`src/rtl/round_robin_grant_scheduler.sv`:
```
// Round-robin arbiter granting one of INPUT_COUNT requesters via a valid/ready handshake.
// Each grant is held until it is accepted, followed by a one-cycle bubble.
//
// state | meaning
// IDLE  | no grant presented; scanning requests from the priority pointer
// GRANT | grant presented and held until grant_ready
module round_robin_grant_scheduler #(
  parameter int INPUT_COUNT = 4,
  parameter int INDEX_WIDTH = 2
) (
  input  logic                   clock,
  input  logic                   clear,
  input  logic [INPUT_COUNT-1:0] requests,
  output logic                   grant_valid,
  input  logic                   grant_ready,
  output logic [INDEX_WIDTH-1:0] grant_index,
  output logic [INPUT_COUNT-1:0] grant_one_hot
);

  localparam int SEL_W = (INPUT_COUNT > 1) ? $clog2(INPUT_COUNT) : 1;

  typedef enum logic {IDLE, GRANT} state_t;

  state_t                 state;
  logic [INDEX_WIDTH-1:0] ptr;
  logic                   pick_found;
  logic [INDEX_WIDTH-1:0] pick_index;
  int                     cand;

  // Scan upward from the pointer; the wrap at INPUT_COUNT is explicit so
  // non-power-of-two counts never yield an out-of-range index.
  always_comb begin
    pick_found = 1'b0;
    pick_index = '0;
    cand       = 0;
    for (int k = 0; k < INPUT_COUNT; k++) begin
      cand = int'(ptr) + k;
      if (cand >= INPUT_COUNT) cand = cand - INPUT_COUNT;
      if (!pick_found && requests[SEL_W'(cand)]) begin
        pick_found = 1'b1;
        pick_index = INDEX_WIDTH'(cand);
      end
    end
  end

  always_ff @(posedge clock) begin
    if (clear) begin
      state         <= IDLE;
      ptr           <= '0;
      grant_valid   <= 1'b0;
      grant_index   <= '0;
      grant_one_hot <= '0;
    end else begin
      case (state)
        IDLE: begin
          if (pick_found) begin
            grant_valid   <= 1'b1;
            grant_index   <= pick_index;
            grant_one_hot <= INPUT_COUNT'(1) << pick_index;
            state         <= GRANT;
          end
        end
        GRANT: begin
          if (grant_ready) begin
            ptr           <= (grant_index == INDEX_WIDTH'(INPUT_COUNT - 1)) ? '0
                                                                            : grant_index + 1'b1;
            grant_valid   <= 1'b0;
            grant_index   <= '0;
            grant_one_hot <= '0;
            state         <= IDLE;
          end
        end
        default: state <= IDLE;
      endcase
    end
  end

endmodule
```
`config.mk`:
```
export PLATFORM = sky130hd
export DESIGN_NAME = round_robin_grant_scheduler
export DESIGN_NICKNAME = d
export VERILOG_FILES = /design/src/rtl/round_robin_grant_scheduler.sv
export SDC_FILE = /design/constraint.sdc
export NUM_CORES = 1
export LEC_CHECK = 0
export CELL_PAD_IN_SITES_DETAIL_PLACEMENT = 1
export CELL_PAD_IN_SITES_GLOBAL_PLACEMENT = 1
export CORE_MARGIN = 3
export CORE_UTILIZATION = 29
export DETAILED_ROUTE_END_ITERATION = 6
export GPL_TIMING_DRIVEN = 0
export PLACE_DENSITY = 0.66
export SYNTH_ARGS = -nofsm -noshare
export SYNTH_HDL_FRONTEND = slang
export SYNTH_SLANG_ARGS = --single-unit
```
`constraint.sdc`:
```
create_clock -name clock -period 1.5 [get_ports clock]
set_clock_uncertainty 0.05 [all_clocks]
set_input_delay 0.375 -clock clock [delete_from_list [all_inputs] [get_ports clock]]
set_output_delay 0.375 -clock clock [all_outputs]
set_load 0.02 [all_outputs]
```
[Word level (Yosys, flattened, before mapping)]
Index checks and enable logic that the tools add are counted.
Widths: inputs -> output; s select.
Word-level totals
  word-level logic and storage cells: 71
  input port bits: 7
  flip-flop bits (word level): 10
  output and inout bits: 7
Operators by class
  reduce and logical (&&, ||, !) cells: 8
  mux-type cells: 37
  add/sub/neg operators: 8
  equality and inequality tests: 3
  magnitude comparators: 8
  bitwise logic cells: 1
  shift-type cells: 1
Operator list (number)
  $mux 2: 11
  $lt 2x4->1 const B: 4
  $mux 1: 16
  $ge 3x3->1 const B: 3
  $bmux 1 s2: 4
  $mux 4: 2
  $pmux 4 s2: 1
  $sub 2x1->2 const B: 4
  $add 2x2->3 const B: 2
  $ne 2x2->1 const B: 2
  $pmux 1 s2: 2
  $pmux 2 s2: 1
  $reduce_and 2->1: 2
  $shl 1x2->4 const A: 1
  $add 2x1->3 const B: 1
  $ge 2x3->1 const B: 1
  $logic_and 1x1->1: 3
  $logic_not 1->1: 3
  $add 2x1->2 const B: 1
  $eq 2x2->1 const B: 1
  $not 1->1: 1

[Longest topological paths before layout]
Gate-level depths: netlist (run 1).
  depth in word-level cells: 18
  mapped depth: 5
  mapped depth without buffers: 4

[Worst setup path before layout (run 1)]
Ideal clock, no wire load.
  path type: input-to-reg
  from: input port requests[0]
  to: register grant_index[0]
  cell stages on the path: 4
  slack: 0.012 ns
  required time: 1.379 ns
  arrival: 1.366 ns
  path buffers: 0
  path through: or4_1 mux2i_1 nand2_1 a21oi_1
Between the ends
  word-level cells in the longest chain between the ends: 15
  elaborated cells on any way between the ends: 30
  those cells by class: eq/ne (1); mux (22); reduce/logical (7)
Ends and longest elaborated chain
  from (decl): RTL line 13  | input logic [INPUT_COUNT-1:0] requests,
  $bmux 1 s2: RTL line 39  | if (!pick_found && requests[SEL_W'(cand)]) begin
  $mux 1 (not written as such) (2 in series): RTL line 39
  $mux 1: RTL line 39
  $logic_not 1->1: RTL line 39
  $logic_and 1x1->1: RTL line 39
  $mux 1: RTL line 39
  $logic_not 1->1: RTL line 39
  $logic_and 1x1->1: RTL line 39
  $mux 1: RTL line 39
  $logic_not 1->1: RTL line 39
  $logic_and 1x1->1: RTL line 39
  $mux 2 or $mux 1 (tied branches): RTL line 39
  $mux 2 or $ne 2x2->1 (tied branches)
  $pmux 2 s2 or $reduce_and 2->1 (tied branches)
  to (signal assigned): RTL line 58  | grant_index <= pick_index;
  to (decl): RTL line 16  | output logic [INDEX_WIDTH-1:0] grant_index,
Several ways; a longest one is shown, not always the timed one. The select of a mux whose other input is x is not followed.
A chain may end at the register's enable or synchronous reset.

[Final worst setup path (run 1)]
  from: register ptr[1]
  to: register grant_one_hot[3]
Between the ends
  word-level cells in the longest chain between the ends: 18
  elaborated cells on any way between the ends: 46
  those cells by class: add/sub (7); order compare (4); eq/ne (1); shift (1); mux (26); reduce/logical (7)
Ends and longest elaborated chain
  from (decl): RTL line 25  | logic [INDEX_WIDTH-1:0] ptr;
  from (signal assigned): RTL line 65  | ptr <= (grant_index == INDEX_WIDTH'(INPUT_COUNT - 1)) ? '0
  branches (longest 18 deep; another with $add 2x1->3)
  to (signal assigned): RTL line 59  | grant_one_hot <= INPUT_COUNT'(1) << pick_index;
  to (decl): RTL line 17  | output logic [INPUT_COUNT-1:0] grant_one_hot
Parallel ways; which one is timed is not known. The select of a mux whose other input is x is not followed.

==> flow_summary.ini, run 1 <==
[outcome]
violations = setup timing
status = finished, violations left

[critical_path]
crit_type = reg -> reg
cp_top_family = simple AND/OR/NAND/NOR gates
rr_worst_depth = 4
arrival_ns = 1.67
cpMaxStageDelayCell = or3_4
crit_path_end_kind = register
crit_path_max_incr_delay_ns = 0.36
path_cells = and3b_1 > or3_1 > or3_4 > o31ai_2
cp-start-kind = register
worstPathMaxFanout = 3
path_buf_inv = 0
crit_cells = 4
cp_data_required_time_ns = 1.63

[sta]
tightest_slew_ns = 0.4702
slew_viol_final = 0
max_freq_mhz = 648.5
finalSetupTns_ns = -0.04297
grt_setup_unrepaired = true
hold_viol = 0
relSlewSlack_pct = 68.65
finalCritPeriodShare_pct = 102.8
period_minus_slack_ns = 1.542
setup_ws_ns = -0.04204
hold_ws_ns = 0.4378
setup_violations = 2

[clock_network]
cts_buffer_depth = 2
cts_hold_buf = 0
h-tree-depth = 1
clkTransAtPathRegs_ns = 0.06
root_buffer = clkbuf_4
numCtsBuffers = 3
cts_sinks = 10
cts_tree = yes
insertion_delay_ns = 0.26

[drt]
post_drt_wl_per_cell_um = 14.71
drc = 0
vias = 487
wirelength_um = 1309
antenna_left = 0
dr.pass1.iters = 3
via_per_inst = 5.472
drtIter0Drc = 11

[floorplan]
start_util_pct = 32.06
die_w_um = 47.75
rows = 14
die-area_sq_um = 2280
core_sq_um = 1577
fp.dieH_um = 47.75
boundaryPins = 14

[logic_synthesis]
synth_top_area_share_pct = 39.60
synth-seq-cells = 10
ys_top_cells_by_area = dfxtp_1 (40%), a21oi_1 (5.0%), o31ai_2 (5.0%)
seq_area_frac_synth_pct = 39.60
synthArstFlopShare_pct = 0
synth_area_sq_um = 505.5
synth_largest_area_cell = dfxtp_1
ys.warnings.count = 0
syn_area_per_cell_sq_um = 9.027
synth_edf_count = 0
synth_ff_type = dfxtp_1
ys_types = 27
synth.most_common_cell = dfxtp_1
synthTopCellsByCount = dfxtp_1 (10), a21oi_1 (5), nor2_1 (5)
syn_nets = 64
syn_inst = 56

[min_path]
hold_path.class = reg -> reg
whs_path_depth = 2

[global_routing]
grt_start_max_net_pins = 11
grt_antenna_before_repair = 0
grt_overflow = 0
grtUsageTotal_pct = 14.16
grt_pass1_wl_um = 2152
grt_pass1_vias = 443

[power_and_ir_drop]
power-per-cell-area_nw_per_um2 = 863.0
p_leak_nw = 0.2928
vdd_drop_max_v = 0.0004238
design_power_total_uw = 601.4

[flow_run]
cap_violations = 0

[layout]
utilization_pct = 44.21
nets = 83
area_delta_synth_final_pct = 37.87
antenna_cells = 0
fillCellCount = 193
layout-drive-gt1-share_pct = 21.92

[placement]
dp_slack_ns = -0.6686
dp_hpwl_um = 1018
globalplace.congestion = 0.7166
port_buffers = 13
## cell families after synthesis
logic type	count (synthesis)	share of synthesized area, %
flops	10	39.60
mux	2	3.961
buf+inv	2	1.486
simple gates	24	27.72
compound gates	17	24.75
fa+ha+maj	1	2.475
## power breakdown
group          internal, mW  switching (mW)  leakage [nW]
registers             0.282          0.0152        0.0830
clock network        0.0923          0.0840        0.0138
logic                0.0567          0.0717         0.196
total                 0.431           0.171         0.293
## stage by stage
step | instance area, sq um | instances
after floorplan | 505.5 | 56
after global placement | 655.6 | 85
after global routing | 696.9 | 89
after detailed placement | 655.6 | 85
after CTS | 684.4 | 87
final | 696.9 | 89
## final timing paths
path	from	slack [ns]	end
setup / recovery	ptr[1]	-0.04	grant_one_hot[3]
hold / removal	grant_index[0]	0.44	grant_index[0]
setup reg to reg	ptr[1]	-0.04	grant_one_hot[3]
hold reg to reg	grant_index[0]	0.44	grant_index[0]
## tightest hold or removal path, delay by kind of cell (launching register included)
family          cells  cell delay [ns]
compound gates      1             0.05
simple gates        1             0.06
flops               1             0.33
## placed cells by master, fill, tap and decap left out, drive strengths merged, types with 2 or more instances in the layout
cell and n:
nand4b 2, buf 3, or3 2, nand2b 2
nand3b 2, dfxtp 10, nor2 5, clkdlybuf4s50 2
o31ai 2, clkbuf 5, o41ai 2, dlygate4sd2 7
clkdlybuf4s15 2, nand2 4, a21oi 5, mux2i 2
a211oi 2, nor3 2
## routing by layer
layer | share of wire (%) | global-route usage, % | wire (um)
met5 | 0 | 0 | 0
met4 | 0 | 1.613 | 0
met3 | 4.8 | 6.767 | 63
met2 | 47 | 19.53 | 615
met1 | 48 | 20.54 | 630
## area by class of cell
cell class | count | area [sq um] | share of cell area [%]
Multi-Input combinational cell | 44 | 317.8 | 45.60
Tap cell | 16 | 20.02 | 2.873
Sequential cell | 10 | 205.2 | 29.44
Buffer | 1 | 3.754 | 0.5386
Timing Repair Buffer | 15 | 127.6 | 18.31
Clock buffer | 3 | 22.52 | 3.232
## sequential cells by signal (all words and copies together), names as in the netlist
name and cells:
grant_index 2, grant_one_hot 4, grant_valid 1, ptr 2
state 1
## repair_timing
action                                  4_1_cts  5_1_grt
resized for setup                            24        4
endpoints found under the setup margin       14        6
pin swaps                                     1        3
setup buffers                                 0        2
(Power assumes the default switching activity.)
==> inputs of run 2 (changes only) <==
--- a/config.mk
+++ b/config.mk
@@ -5,6 +5,7 @@
 export SDC_FILE = /design/constraint.sdc
 export NUM_CORES = 1
 export LEC_CHECK = 0
+export CAP_MARGIN = 20
 export CELL_PAD_IN_SITES_DETAIL_PLACEMENT = 1
 export CELL_PAD_IN_SITES_GLOBAL_PLACEMENT = 1
 export CORE_MARGIN = 3
==> results of run 2 <==
Final layout, timing and power as in run 1 (identical DEF).
==> inputs of run 3 (changes only) <==
--- a/config.mk
+++ b/config.mk
@@ -13,6 +13,7 @@
 export DETAILED_ROUTE_END_ITERATION = 6
 export GPL_TIMING_DRIVEN = 0
 export PLACE_DENSITY = 0.66
+export SLEW_MARGIN = 10
 export SYNTH_ARGS = -nofsm -noshare
 export SYNTH_HDL_FRONTEND = slang
 export SYNTH_SLANG_ARGS = --single-unit
==> results of run 3 <==
Final layout, timing and power as in run 1 (identical DEF).
